--- src/rtl/perf_counter_uart_reporter.sv ---
// rtl/perf_counter_uart_reporter.sv - snapshots cycle/instr counters and sends a 10-byte 8N1 UART frame
module perf_counter_uart_reporter #(
  parameter int CLOCK_FREQ = 50_000_000,
  parameter int BAUD_RATE  = 115_200
) (
  input  logic        clk,
  input  logic        rst,
  input  logic        snapshot,
  input  logic [31:0] cycle_count,
  input  logic [31:0] instr_count,
  output logic        serial_out,
  output logic        busy,
  output logic        frame_done
);

  localparam int SYMBOL_EDGE_TIME = CLOCK_FREQ / BAUD_RATE;
  localparam int CW = (SYMBOL_EDGE_TIME > 1) ? $clog2(SYMBOL_EDGE_TIME) : 1;
  localparam logic [CW-1:0] BAUD_LAST = CW'(SYMBOL_EDGE_TIME - 1);
  localparam logic [3:0] LAST_BYTE = 4'd9;

  typedef enum logic [1:0] {IDLE, START, DATA, STOP} state_e;

  state_e          state_q, state_d;
  logic [CW-1:0]   baud_q, baud_d;
  logic [2:0]      bit_q, bit_d;
  logic [3:0]      byte_q, byte_d;
  logic [63:0]     snap_q, snap_d;
  logic            serial_q, serial_d;
  logic            busy_q, busy_d;
  logic            done_q, done_d;
  logic [7:0]      checksum;
  logic [7:0]      cur_byte;
  logic [3:0]      byte_m1;
  logic            baud_wrap;

  always_comb begin
    checksum = '0;
    for (int i = 0; i < 8; i++) begin
      checksum = checksum ^ snap_q[8*i +: 8];
    end
  end

  // snap_q holds {instr, cycle}, so frame bytes 1..8 are its bytes 0..7 in order
  always_comb begin
    byte_m1 = byte_q - 4'd1;
    case (byte_q)
      4'd0:    cur_byte = 8'hA5;
      4'd9:    cur_byte = checksum;
      default: cur_byte = snap_q[{byte_m1[2:0], 3'b000} +: 8];
    endcase
  end

  assign baud_wrap = (baud_q == BAUD_LAST);

  always_comb begin
    state_d  = state_q;
    baud_d   = baud_q + CW'(1);
    bit_d    = bit_q;
    byte_d   = byte_q;
    snap_d   = snap_q;
    serial_d = serial_q;
    busy_d   = busy_q;
    case (state_q)
      IDLE: begin
        baud_d   = '0;
        serial_d = 1'b1;
        busy_d   = 1'b0;
        if (snapshot) begin
          snap_d   = {instr_count, cycle_count};
          byte_d   = '0;
          bit_d    = '0;
          state_d  = START;
          serial_d = 1'b0;
          busy_d   = 1'b1;
        end
      end
      START: begin
        if (baud_wrap) begin
          baud_d   = '0;
          bit_d    = '0;
          state_d  = DATA;
          serial_d = cur_byte[0];
        end
      end
      DATA: begin
        if (baud_wrap) begin
          baud_d = '0;
          if (bit_q == 3'd7) begin
            state_d  = STOP;
            serial_d = 1'b1;
          end else begin
            bit_d    = bit_q + 3'd1;
            serial_d = cur_byte[bit_q + 3'd1];
          end
        end
      end
      STOP: begin
        if (baud_wrap) begin
          baud_d = '0;
          if (byte_q < LAST_BYTE) begin
            byte_d   = byte_q + 4'd1;
            state_d  = START;
            serial_d = 1'b0;
          end else begin
            state_d  = IDLE;
            serial_d = 1'b1;
            busy_d   = 1'b0;
          end
        end
      end
      default: begin
        state_d  = IDLE;
        baud_d   = '0;
        serial_d = 1'b1;
        busy_d   = 1'b0;
      end
    endcase
    // registered so the pulse lands on the final cycle of the last stop bit
    done_d = (state_d == STOP) && (byte_d == LAST_BYTE) && (baud_d == BAUD_LAST);
  end

  always_ff @(posedge clk or negedge rst) begin
    if (!rst) begin
      state_q  <= IDLE;
      baud_q   <= '0;
      bit_q    <= '0;
      byte_q   <= '0;
      snap_q   <= '0;
      serial_q <= 1'b1;
      busy_q   <= 1'b0;
      done_q   <= 1'b0;
    end else begin
      state_q  <= state_d;
      baud_q   <= baud_d;
      bit_q    <= bit_d;
      byte_q   <= byte_d;
      snap_q   <= snap_d;
      serial_q <= serial_d;
      busy_q   <= busy_d;
      done_q   <= done_d;
    end
  end

  assign serial_out = serial_q;
  assign busy       = busy_q;
  assign frame_done = done_q;

endmodule

--- config.mk ---
export PLATFORM = sky130hd
export DESIGN_NAME = perf_counter_uart_reporter
export DESIGN_NICKNAME = d
export VERILOG_FILES = /design/src/rtl/perf_counter_uart_reporter.sv
export SDC_FILE = /design/constraint.sdc
export NUM_CORES = 1
export LEC_CHECK = 0
export ABC_AREA = 1
export CAP_MARGIN = 20
export CORE_ASPECT_RATIO = 1.75
export CORE_UTILIZATION = 50
export DETAILED_ROUTE_END_ITERATION = 8
export MAX_ROUTING_LAYER = met4
export PLACE_DENSITY = 0.82
export RECOVER_POWER = 50
export SLEW_MARGIN = 20
export SYNTH_ARGS = -nofsm -noshare
export SYNTH_HDL_FRONTEND = slang
export SYNTH_SLANG_ARGS = --single-unit
--- constraint.sdc ---
create_clock -name clk -period 2.8 [get_ports clk]
set_input_delay 0.56 -clock clk [delete_from_list [all_inputs] [get_ports clk]]
set_output_delay 0.56 -clock clk [all_outputs]
set_load 0.02 [all_outputs]
# Word level (Yosys, flattened, before mapping)
# Index checks and enable logic that the tools add are counted.
[word_totals]
regBits = 85
latch_bits = 0
ramBits = 0
mem_bits_ro = 0
in_bits = 67
out_inout_bits = 3
elab_cells = 80
n_memories = 0
[classes]
add_sub_neg = 4
n_mul = 0
n_div = 0
order_cmp = 2
n_eq_ne = 15
n_shift = 1
muxes = 32
n_bitwise = 7
n_reduce_logical = 11
[ops]
columns = ["cell", "n"]
rows = [
  ["64-bit by 7-bit indexed part select with 8-bit output", 1],
  ["8-bit XOR", 7],
  ["9-bit equality test, second input constant", 2],
  ["9-bit case mux with 2 select lines", 1],
  ["8-bit case mux with 2 select lines", 1],
  ["3-bit two-way mux", 4],
  ["4-bit two-way mux", 3],
  ["2-bit inequality test, second input constant", 6],
  ["1-bit two-way mux", 11],
  ["2-bit two-way mux", 5],
  ["9-bit by 1-bit adder with 9-bit output, second input constant", 1],
  ["9-bit two-way mux", 1],
  ["3-bit case mux with 3 select lines", 1],
  ["4-bit equality test, second input constant", 2],
  ["2-bit case mux with 4 select lines", 1],
  ["4-bit case mux with 2 select lines", 1],
  ["2-bit equality test, second input constant", 3],
  ["3-bit AND reduction", 2],
  ["5-bit AND reduction", 1],
  ["4-bit by 1-bit adder with 4-bit output, second input constant", 1],
  ["4-bit zero test", 1],
  ["3-bit by 4-bit < comparator with 1-bit output, second input constant", 1],
  ["4-bit < comparator, second input constant", 1],
  ["1-bit case mux with 4 select lines", 1],
  ["12 further kinds", 13],
]

# Depth between registers and ports, before layout
# Gate-level depths: netlist of the first run.
[depth]
ltp_word = 13
ltp_mapped = 21
ltp_nobuf = 19

# Worst setup path before layout of the first run
# OpenSTA, ideal clock, no wires.
[synth_path]
path_kind = "register to register"
start = "reg byte_q[0]"
end = "reg serial_q, in the netlist serial_out"
arrival_time_ps = 2176
setup_slack_ps = 563
path_stages_with_launch = 22
path_buffers = 4
synth_period_minus_slack_ps = 2237
path_cell_list = "dfrtp_1 buf_4 inv_2 buf_2 ha_1 buf_2 clkbuf_8 a21oi_1 o21ai_1 nand3_1 nand3_1 nand2_1 inv_1 nand2_1 nand3_1 nand2_1 nand2_1 nand3_1 nand2_1 nand2_1 nand2_1 nand2_1"
[synth_via]
elab_chain_len = 8
elab_cells_between_ends = 14
classes_between = "1 x add/sub; 1 x order compare; 1 x eq/ne; 1 x shift; 9 x mux; 1 x reduce/logical"
[synth_lines]
columns = ["item", "line", "text"]
rows = [
  ["start, declared", "26", "logic [3:0] byte_q, byte_d;"],
  ["start signal, assigned", "136", "byte_q <= byte_d;"],
  ["3-bit by 1-bit subtractor with 3-bit output", "45", "byte_m1 = byte_q - 4'd1;"],
  ["64-bit by 7-bit indexed part select with 8-bit output", "49", "default: cur_byte = snap_q[{byte_m1[2:0], 3'b000} +: 8];"],
  ["8-bit case mux with 2 select lines", "46", "case (byte_q)"],
  ["1-bit binary-select mux with 3-bit select", "93", "serial_d = cur_byte[bit_q + 3'd1];"],
  ["1-bit two-way mux (not written as such)", "93", ""],
  ["1-bit two-way mux", "88", "if (bit_q == 3'd7) begin"],
  ["1-bit two-way mux", "86", "if (baud_wrap) begin"],
  ["1-bit case mux with 4 select lines (*)", "63", "case (state_q)"],
  ["end signal, assigned", "138", "serial_q <= serial_d;"],
  ["end, declared", "28", "logic serial_q, serial_d;"],
]
# Every way passes the cells marked *; elsewhere a longest branch is shown, timed or not. The select of a mux whose other input is x is not followed.
# A chain may end at the register's enable or synchronous reset.

# Final worst setup path of the first run
# Ends and elaborated chain as after synthesis.

==> load_flow_metrics.sql, run 1 <==
INSERT INTO impl_metrics (metric_group, metric, value, unit) VALUES
('global_routing', 'grt_pass1_vias', '4830', ''),
('clocking', 'clock-root-buffer', 'clkbuf_16', ''),
('status', 'run_status', 'finished with violations', ''),
('route', 'totalWireLength', '12.3', 'mm'),
('sta', 'rsz_0062_raised_after_global_routing', 'no', ''),
('floorplanning', 'die-area', '11000', 'um^2'),
('sta', 'timing.slew.headroom', '-46.8', '%'),
('logic_synthesis', 'synth_fp_nets', '831', ''),
('power', 'total_power', '2.50', 'mW'),
('critical_path', 'setup.worst_path.class', 'register to register', ''),
('route', 'drt_first_iter_violations', '279', ''),
('power', 'clock_power_share', '46.1', '%'),
('logic_synthesis', 'synth-async-reset-ratio', '100', '%'),
('sta', 'hold_viol_final', '0', ''),
('power', 'ir_worst_vdd', '307', 'uV'),
('logic_synthesis', 'synthesized_area_per_cell', '7.02', 'um^2'),
('clocking', 'clk-insertion-delay-late', '0.34', 'ns'),
('critical_path', 'worst_setup_path_end_kind', 'register', ''),
('route', 'drt-pass1-iter-count', '5', ''),
('floorplanning', 'placementRows', '49', ''),
('place', 'gpl.final_weighted_congestion', '0.885', ''),
('finish', 'design.final.nets', '896', ''),
('sta', 'worst_slack', '0.652', 'ns'),
('critical_path', 'r2r_end', 'serial_out', ''),
('clocking', 'cts_buffers', '9', ''),
('finish', 'layout.core_utilization', '61.8', '%'),
('finish', 'num_antenna_cells', '0', ''),
('status', 'violated_checks', 'capacitance limit, slew limit', ''),
('critical_path', 'regToRegStartpoint', 'byte_q[0]', ''),
('floorplanning', 'floorplan.io_pins', '70', ''),
('sta', 'finalSetupViolCount', '0', ''),
('global_routing', 'grt_use_total', '24.6', '%'),
('logic_synthesis', 'synth_top_cell_area_share', '39.8', '%'),
('worst_hold_path', 'whs_endpoint', 'bit_q[1]', ''),
('logic_synthesis', 'synth.top_cells.by_count', '200 x nand2_1, 107 x inv_1, 84 x dfrtp_1', ''),
('power', 'power.switching_fraction', '19.5', '%'),
('critical_path', 'crit_required', '3.09', 'ns'),
('logic_synthesis', 'postSynthCellCount', '752', ''),
('finish', 'proportion_of_layout_cells_with_a_drive_suffix_above_1', '5.73', '%'),
('power', 'pwr-share-comb', '4.8', '%'),
('power', 'power_frac_seq', '49.1', '%'),
('sta', 'clock_skew', '0.00631', 'ns'),
('global_routing', 'global_route_wire_length_before_repair', '20.4', 'mm'),
('logic_synthesis', 'synthFlopType', 'dfrtp_1', ''),
('logic_synthesis', 'post_synth_instance_area', '5280', 'um^2'),
('place', 'dp.final_hpwl', '9.03', 'mm'),
('finish', 'syn_to_final_growth', '20.5', '%'),
('route', 'vias_per_cell', '5.22', ''),
('floorplanning', 'start_util', '51.3', '%'),
('power', 'power_density', '393', 'nW/um^2'),
('sta', 'max_freq', '466', 'MHz'),
('power', 'p_int', '2.01', 'mW'),
('clocking', 'postCtsResizedCells', '0', ''),
('power', 'cellLeakagePower', '3.43', 'nW'),
('power', 'power.net_switching', '0.488', 'mW'),
('worst_hold_path', 'hold_class', 'register to register', ''),
('route', 'wire_per_inst', '13.0', 'um'),
('clocking', 'post_cts_hold_buffer_count', '0', ''),
('route', 'route.vias.total', '4942', ''),
('critical_path', 'reg2reg_slack', '0.65', 'ns'),
('logic_synthesis', 'netlist.top_cell.by_area', 'dfrtp_1', ''),
('clocking', 'path_clk_slew', '0.06', 'ns'),
('sta', 'count_of_final_max_slew_check_failures', '39', ''),
('worst_hold_path', 'holdPathStages', '2', ''),
('global_routing', 'grt_overflow', '0', ''),
('clocking', 'tritoncts', 'yes', ''),
('critical_path', 'cp_data_arrival_time', '2.43', 'ns'),
('sta', 'fin_crit_sh', '76.7', '%'),
('route', 'drt_drc_violations_left', '0', ''),
('sta', 'final.setup.tns', '0', 'ns'),
('job', 'max_cap_violations', '1', '');
-- metrics by stage --
step | cells | instance area [um^2] | hold WS (ns)
after floorplan | 752 | 5280 | 0.264
after global placement | 933 | 6080 | 0.480
after detailed placement | 933 | 6080 | 0.483
after CTS | 947 | 6370 | 0.213
after global routing | 947 | 6360 | 0.515
final | 947 | 6360 | 0.494
-- power by group through the flow --
stage	Clock [mW]	Combinational, mW	Sequential (mW)
finish	1.15	0.121	1.23
global route	1.22	0.131	1.23
CTS	1.17	0.124	1.23
detailed placement	0	0.122	1.25
global placement	0	0.122	1.25
floorplan	0	0.000576	1.25
-- worst max-delay path by stage --
| stage | start | end | slack, ns | cells after the start |
|---|---|---|---|---|
| detailed placement | snapshot | snap_q[15] | 0.55 | 5 |
| finish | byte_q[0] | serial_out | 0.65 | 14 |
| CTS | byte_q[1] | serial_out | 0.67 | 16 |
| global placement | snapshot | snap_q[15] | 0.54 | 5 |
| global route | rst | snap_q[34] | 0.31 | 1 |
| floorplan | byte_q[0] | serial_out | 0.56 | 21 |
-- critical path, stage by stage, from the launching register on --
cell and delay [ns]:
dfrtp_1 0.35, buf_4 0.45, ha_1 0.24, nand3_1 0.09, inv_1 0.24, nand3_1 0.11
a21oi_1 0.15, nand2_1 0.07, nand2_1 0.07, nand2_1 0.05, nand3_1 0.08, nand2_1 0.05
nand2_1 0.06, nand2_1 0.05, nand2_1 0.05
-- sequential cells by signal, summed over array words and instances, names as in the netlist --
signal and flops:
baud_q 9, state_q 2, byte_q 4, bit_q 3, frame_done 1, serial_out 1, snap_q 64, busy 1
-- kinds of logic (layout without fill, tap and decap cells) --
kind of cell               after synthesis  count (layout)  synth area share [%]
adders and majority gates               12              12                  2.84
muxes                                   10              10                  2.13
DFF                                     85              85                  40.3
and+or+nand+nor                        375             375                  29.4
AOI/OAI and AO/OA                      118             118                  12.2
buffers and inverters                  138             206                  10.5
xor gates and xnor gates                14              14                  2.61
-- layout make-up --
cell class / count / area (um^2)
clock buffers: 12 / 246
repair buffers: 77 / 757
flip-flops and latches: 85 / 2130
inverters: 115 / 432
fillers: 955 / 3940
clock inverters: 2 / 35.0
multi-input cells: 529 / 2610
well taps: 127 / 159
-- cell usage in the layout (no fill, tap or decap), types with 3 or more instances in the layout --
cell type	netlist	routed
inv_2	6	6
ha_1	12	12
nor2_1	79	79
o21ai_0	10	10
clkbuf_16	0	9
nor3_1	5	5
mux2_2	10	10
nand2_1	200	199
o21ai_1	17	17
nand3_1	80	80
dfrtp_1	84	84
a21oi_1	70	70
o211ai_1	13	13
clkbuf_1	13	3
inv_1	107	107
buf_4	1	7
xor2_1	12	12
clkdlybuf4s50_1	0	68
nand4_1	3	3
-- metal layers --
metal  share of wire (%)  up-vias  wire length (um)  GRT usage (%)
met5                   0        -                 0              -
met4                 3.3        0               403           12.2
met3                 3.1       30               377           3.22
met2                  52      104              6460           44.8
met1                  41     2294              5070           25.7
li1                    -     2514                 -              -
Power figures use the tool's default switching activity.
==> run 2, diff against run 1 <==
- clock period: 2.8 -> 2 ns (I/O delays scaled with it)
==> run 2 against run 1 <==
Compared with the run above: the run ends with setup timing left; first-iteration DRC count decreased by 0.72%; final cell count increased by 2.5%; clock skew increased by 0.0024 ns; final area increased by 6.3%; register-to-register slack got worse by 0.65 ns; critical path type unchanged; largest cell class unchanged.
==> load_flow_metrics.sql, run 2 (same netlist as run 1, synthesis figures left out) <==
INSERT INTO impl_metrics (metric_group, metric, value, unit) VALUES
('finish', 'registers.top_by_ff_count', 'snap_q', ''),
('sta', 'period_needed', '2.00', 'ns'),
('sta', 'count_of_final_max_slew_check_failures', '0', ''),
('finish', 'fillers', '859', ''),
('power', 'total_power', '3.77', 'mW'),
('route', 'drt_drc_violations_left', '0', ''),
('critical_path', 'crit_required', '2.28', 'ns'),
('route', 'wire_per_inst', '14.2', 'um'),
('clocking', 'post_cts_hold_buffer_count', '0', ''),
('global_routing', 'grt_pass1_vias', '5040', ''),
('clocking', 'cts_buffers', '9', ''),
('sta', 'worst_pin_slew', '0.956', 'ns'),
('clocking', 'tritoncts', 'yes', ''),
('finish', 'num_antenna_cells', '0', ''),
('floorplanning', 'placementRows', '49', ''),
('clocking', 'cts_buffer_depth', '2', ''),
('finish', 'max_reg_flops', '64', ''),
('finish', 'syn_to_final_growth', '28.1', '%'),
('sta', 'timing.slew.headroom', '36.3', '%'),
('critical_path', 'cp_data_arrival_time', '2.28', 'ns'),
('route', 'vias_per_cell', '5.24', ''),
('critical_path', 'setup.worst_path.class', 'register to register', ''),
('sta', 'finalSetupViolCount', '2', ''),
('power', 'power_density', '558', 'nW/um^2'),
('finish', 'final_cell_mix', '196 x nand2_1, 106 x inv_1, 83 x dfrtp_1', ''),
('global_routing', 'grt_max_degree', '37', ''),
('global_routing', 'globalRoute.busiestLayer', 'met2', ''),
('place', 'dpl-instance-area', '6280', 'um^2'),
('finish', 'design.final.nets', '919', ''),
('global_routing', 'grt_use_total', '27.0', '%'),
('place', 'port-buffer-count', '69', ''),
('status', 'violated_checks', 'setup timing', ''),
('sta', 'fin_crit_sh', '100', '%'),
('clocking', 'clk-insertion-delay-late', '0.34', 'ns'),
('worst_hold_path', 'hold_class', 'input port to asynchronous set/reset pin', ''),
('sta', 'worst_slack', '-0.00200', 'ns'),
('finish', 'final_cells', '971', ''),
('clocking', 'path_clk_slew', '0.06', 'ns'),
('critical_path', 'path_max_fanout', '18', ''),
('finish', 'postLayoutCellArea', '6770', 'um^2'),
('power', 'ir_worst_vdd', '445', 'uV'),
('job', 'max_cap_violations', '0', ''),
('route', 'drt-pass1-iter-count', '5', ''),
('finish', 'final_common_cell', 'nand2_1', ''),
('clocking', 'clock-root-buffer', 'clkbuf_16', ''),
('finish', 'proportion_of_layout_cells_with_a_drive_suffix_above_1', '10.9', '%'),
('place', 'numPlacedInstances', '949', ''),
('route', 'totalWireLength', '13.8', 'mm'),
('route', 'ant_nets', '0', ''),
('floorplanning', 'dieHeight', '138', 'um'),
('sta', 'rsz_0062_raised_after_global_routing', 'yes', ''),
('global_routing', 'groute.layer.met1.usage', '26.8', '%'),
('clocking', 'tritoncts_num_sinks', '85', ''),
('global_routing', 'groute.layer.met3.usage', '4.74', '%'),
('global_routing', 'antenna_found_initial', '0', ''),
('floorplanning', 'start_util', '51.3', '%'),
('place', 'dp.final_hpwl', '10.0', 'mm'),
('floorplanning', 'die-width', '79.7', 'um'),
('global_routing', 'grt_overflow', '0', ''),
('route', 'drt_first_iter_violations', '277', ''),
('status', 'run_status', 'finished with violations', ''),
('sta', 'hold_viol_final', '0', ''),
('route', 'route.vias.total', '5084', ''),
('critical_path', 'worst_setup_path_end_kind', 'register', ''),
('sta', 'final.setup.tns', '-0.00244', 'ns'),
('power', 'cellLeakagePower', '3.58', 'nW'),
('global_routing', 'global_route_wire_length_before_repair', '22.1', 'mm'),
('sta', 'max_freq', '500', 'MHz'),
('place', 'gpl.final_weighted_congestion', '0.894', ''),
('sta', 'clock_skew', '0.00873', 'ns'),
('clocking', 'htreeDepth', '3', ''),
('floorplanning', 'coreArea', '10300', 'um^2'),
('finish', 'largestRegisters', 'snap_q: 64 flops, baud_q: 9 flops, byte_q: 4 flops', ''),
('critical_path', 'critical_path_launch_point_type', 'register', ''),
('floorplanning', 'die-area', '11000', 'um^2'),
('floorplanning', 'floorplan.io_pins', '70', ''),
('global_routing', 'global_route.usage.met2', '48.9', '%');
run 2: cell count changes in the layout (fill, tap and decap cells not counted), sizes merged:
cell      delta
clkbuf       +3
bufinv       +2
clkinv       -1
buf         +19
clkinvlp     +1
run 2: final cells by class:
class / count / area (um^2) / share of cell area, %
Clock inverter: 4 / 97.6 / 1.44
Inverter: 115 / 434 / 6.42
Sequential cell: 85 / 2130 / 31.5
Multi-Input combinational cell: 529 / 2720 / 40.2
Tap cell: 127 / 159 / 2.35
Clock buffer: 11 / 233 / 3.44
Timing Repair Buffer: 100 / 992 / 14.7
run 2: final timing paths:
kind / startpoint / to / slack (ns) / depth (start not counted)
max in group asynchronous: rst / snap_q[21] / 0.44 / 2
max reg2reg: byte_q[0] / serial_out / -0.002 / 17
min in group clk: busy / busy / 0.52 / 2
min: rst / snap_q[59] / 0.20 / 1
max: byte_q[0] / serial_out / -0.002 / 17
min reg2reg: busy / busy / 0.52 / 2
run 2: worst max-delay path, stage by stage (launching register included):
cell,delay (ns)
dfrtp_2,0.45
buf_12,0.17
ha_1,0.21
nand3_2,0.08
nand2_1,0.06
inv_2,0.14
nand3_1,0.11
nand2_1,0.07
inv_1,0.05
a21oi_2,0.14
nand2_1,0.07
nand2_1,0.06
nand2_1,0.06
nand3_1,0.07
nand2_1,0.05
nand2_1,0.05
nand2_1,0.04
nand2_1,0.05
run 2: power by group:
group | internal [mW] | total (mW) | switching, mW
Combinational | 0.113 | 0.167 | 0.0542
Sequential | 1.72 | 1.72 | 0
Clock | 1.21 | 1.89 | 0.672
run 2: timing repair:
item	in CTS	in global routing
endpoints found under the setup margin	0	5
setup buffers	0	6
gates resized for setup	0	20
run 2: metrics by stage:
| step | hold WS, ns | utilization [%] | setup slack [ns] |
|---|---|---|---|
| after global routing | 0.257 | 65.7 | -0.188 |
| after floorplan | 0.104 | - | -0.0536 |
| after detailed placement | 0.388 | 60.9 | 0.0475 |
| after CTS | 0.0272 | 64.2 | 0.0347 |
| final | 0.202 | 65.7 | -0.00200 |
| after global placement | 0.384 | 60.9 | 0.0826 |
run 2: layer usage:
layer | vias up | wire, um
li1 | 2564 | -
met1 | 2367 | 5120
met2 | 111 | 7630
met3 | 42 | 442
met4 | 0 | 573
met5 | - | 0
==> run 3, diff against run 2 <==
- CORE_ASPECT_RATIO: 1.75 -> unset
- CORE_UTILIZATION: 50 -> 34
- PLACE_DENSITY: 0.82 -> 0.62
==> run 3 against run 2 <==
Compared with the run above: the run now ends clean; global-route usage is 8.2 points lower; non-clock buffer count is 1 lower; sequential power hardly changed; clock power is 14% lower; highest routed layer unchanged.
==> load_flow_metrics.sql, run 3 (same netlist as run 1, synthesis figures left out) <==
INSERT INTO impl_metrics (metric_group, metric, value, unit) VALUES
('power', 'pwr-share-comb', '4.9', '%'),
('floorplanning', 'coreArea', '15200', 'um^2'),
('floorplanning', 'die-width', '127', 'um'),
('global_routing', 'grt_use_total', '18.8', '%'),
('critical_path', 'path_max_fanout', '4', ''),
('sta', 'rsz_0062_raised_after_global_routing', 'yes', ''),
('finish', 'design.final.nets', '918', ''),
('sta', 'hold_viol_final', '0', ''),
('worst_hold_path', 'holdPathStages', '2', ''),
('sta', 'worst_pin_slew', '0.696', 'ns'),
('place', 'dp.final_hpwl', '9.81', 'mm'),
('power', 'clock_power_share', '46.2', '%'),
('route', 'drt_drc_violations_left', '0', ''),
('critical_path', 'setup.worst_path.class', 'register to register', ''),
('clocking', 'tritoncts_num_sinks', '85', ''),
('finish', 'final_common_cell', 'nand2_1', ''),
('sta', 'max_freq', '520', 'MHz'),
('critical_path', 'crit_required', '2.28', 'ns'),
('global_routing', 'global_route_wire_length_before_repair', '23.1', 'mm'),
('place', 'port-buffer-count', '69', ''),
('sta', 'clock_skew', '0.00811', 'ns'),
('floorplanning', 'floorplan.io_pins', '70', ''),
('place', 'dpl-instance-area', '6360', 'um^2'),
('clocking', 'htreeDepth', '3', ''),
('route', 'vias_per_cell', '4.78', ''),
('finish', 'num_antenna_cells', '0', ''),
('power', 'power_frac_seq', '48.9', '%'),
('sta', 'final.setup.tns', '0', 'ns'),
('global_routing', 'grt_overflow', '0', ''),
('clocking', 'clock-root-buffer', 'clkbuf_16', ''),
('status', 'run_status', 'complete, no violations', ''),
('clocking', 'cts_buffer_depth', '2', ''),
('power', 'cellLeakagePower', '3.56', 'nW'),
('route', 'drt_first_iter_violations', '278', ''),
('critical_path', 'critical_path_launch_point_type', 'register', ''),
('sta', 'finalSetupViolCount', '0', ''),
('finish', 'max_reg_flops', '64', ''),
('worst_hold_path', 'hold_class', 'register to register', ''),
('floorplanning', 'start_util', '34.7', '%'),
('route', 'drt-pass1-iter-count', '5', ''),
('critical_path', 'worst_setup_path_end_kind', 'register', ''),
('sta', 'period_needed', '1.92', 'ns'),
('route', 'wire_per_inst', '13.0', 'um'),
('global_routing', 'grt_max_degree', '52', ''),
('finish', 'postLayoutCellArea', '6800', 'um^2'),
('finish', 'registers.top_by_ff_count', 'snap_q', ''),
('global_routing', 'grt_pass1_vias', '4855', ''),
('route', 'ant_nets', '0', ''),
('sta', 'count_of_final_max_slew_check_failures', '0', ''),
('sta', 'fin_crit_sh', '96.1', '%'),
('finish', 'largestRegisters', 'snap_q: 64 flops, baud_q: 9 flops, byte_q: 4 flops', ''),
('clocking', 'path_clk_slew', '0.06', 'ns'),
('finish', 'final_cell_mix', '198 x nand2_1, 105 x inv_1, 82 x dfrtp_1', ''),
('place', 'gpl.final_weighted_congestion', '0.850', ''),
('job', 'max_cap_violations', '0', ''),
('power', 'p_int', '2.72', 'mW'),
('route', 'route.vias.total', '4936', ''),
('clocking', 'cts_buffers', '9', ''),
('global_routing', 'antenna_found_initial', '0', ''),
('power', 'ir_worst_vdd', '367', 'uV'),
('floorplanning', 'die-area', '16000', 'um^2'),
('power', 'total_power', '3.52', 'mW'),
('finish', 'proportion_of_layout_cells_with_a_drive_suffix_above_1', '11.6', '%'),
('clocking', 'tritoncts', 'yes', ''),
('clocking', 'clk-insertion-delay-late', '0.35', 'ns'),
('power', 'power.net_switching', '0.800', 'mW'),
('sta', 'worst_hold_slack', '0.487', 'ns'),
('finish', 'fillers', '1561', ''),
('floorplanning', 'placementRows', '45', ''),
('sta', 'timing.slew.headroom', '53.6', '%'),
('finish', 'syn_to_final_growth', '28.7', '%'),
('critical_path', 'cp_data_arrival_time', '2.20', 'ns'),
('route', 'totalWireLength', '13.4', 'mm'),
('floorplanning', 'dieHeight', '127', 'um'),
('critical_path', 'timing.reg2reg.worst_path_depth', '12', ''),
('power', 'power_density', '517', 'nW/um^2'),
('power', 'power.switching_fraction', '22.7', '%');
==> run 3: changes by cell type in the layout (fill, tap and decap cells not counted), moves of 3 or more <==
cell,previous run,this run
clkinvlp_4,1,4
clkbuf_1,4,1
bufinv_16,3,0
o21ai_0,9,6
==> run 3: cell type report <==
cell class                 count  area (um^2)  area share (%)
clock inverter                 6         47.5           0.700
clock buffer                  10          239            3.52
tap                          188          235            3.46
timing repair buffer          99          996            14.7
inverter                     115          437            6.42
sequential                    85         2130            31.4
multi-input combinational    529         2710            39.9
==> run 3: critical path, stage by stage (launching register included) <==
cell     delay, ns
dfrtp_2       0.42
inv_4         0.07
ha_4          0.17
nand2_1       0.06
nand2_1       0.12
nand4_1       0.16
buf_4         0.18
nor2_1        0.10
xor2_1        0.17
o22ai_1       0.12
inv_1         0.08
nand4_1       0.10
nor2_1        0.10
==> run 3: routing by layer <==
| layer | vias up | track usage (%) | wire (um) |
|---|---|---|---|
| met5 | - | - | 0 |
| met4 | 0 | 7.16 | 282 |
| met3 | 18 | 2.87 | 466 |
| met2 | 82 | 29.3 | 6130 |
| met1 | 2261 | 24.6 | 6530 |
| li1 | 2575 | - | - |
==> run 3: path summary, 6_finish.rpt <==
| kind | start | to | slack (ns) |
|---|---|---|---|
| setup / recovery | byte_q[0] | frame_done | 0.08 |
| hold / removal | serial_out | serial_out | 0.49 |
| setup reg to reg | byte_q[0] | frame_done | 0.08 |
| hold reg to reg | serial_out | serial_out | 0.49 |
| max in group asynchronous | rst | snap_q[18] | 0.27 |
| min in group asynchronous | rst | snap_q[16] | 0.61 |
==> run 3: repair_timing <==
item,CTS,global route
setup endpoints to repair,1,6
buffers inserted,2,5
hold buffers,1,0
pin swaps,1,13
endpoints found under the hold margin,9,0
gates resized for setup,2,27
==> run 3: power by group through the flow <==
stage | clock, mW | combinational, mW | sequential, mW
floorplan | 0 | 0.000805 | 1.75
global placement | 0 | 0.176 | 1.75
detailed placement | 0 | 0.177 | 1.75
CTS | 1.68 | 0.179 | 1.72
global route | 1.73 | 0.190 | 1.72
finish | 1.63 | 0.172 | 1.72
==> run 3: per-stage QoR <==
| step | utilization, % | setup slack (ns) | std cells |
|---|---|---|---|
| CTS | 43.9 | 0.00654 | 1027 |
| floorplan | - | -0.0536 | 752 |
| finish | 44.7 | 0.0773 | 1032 |
| global route | 44.7 | -0.0992 | 1032 |
| global placement | 41.9 | -0.0477 | 1008 |
| detailed placement | 41.9 | -0.0350 | 1008 |
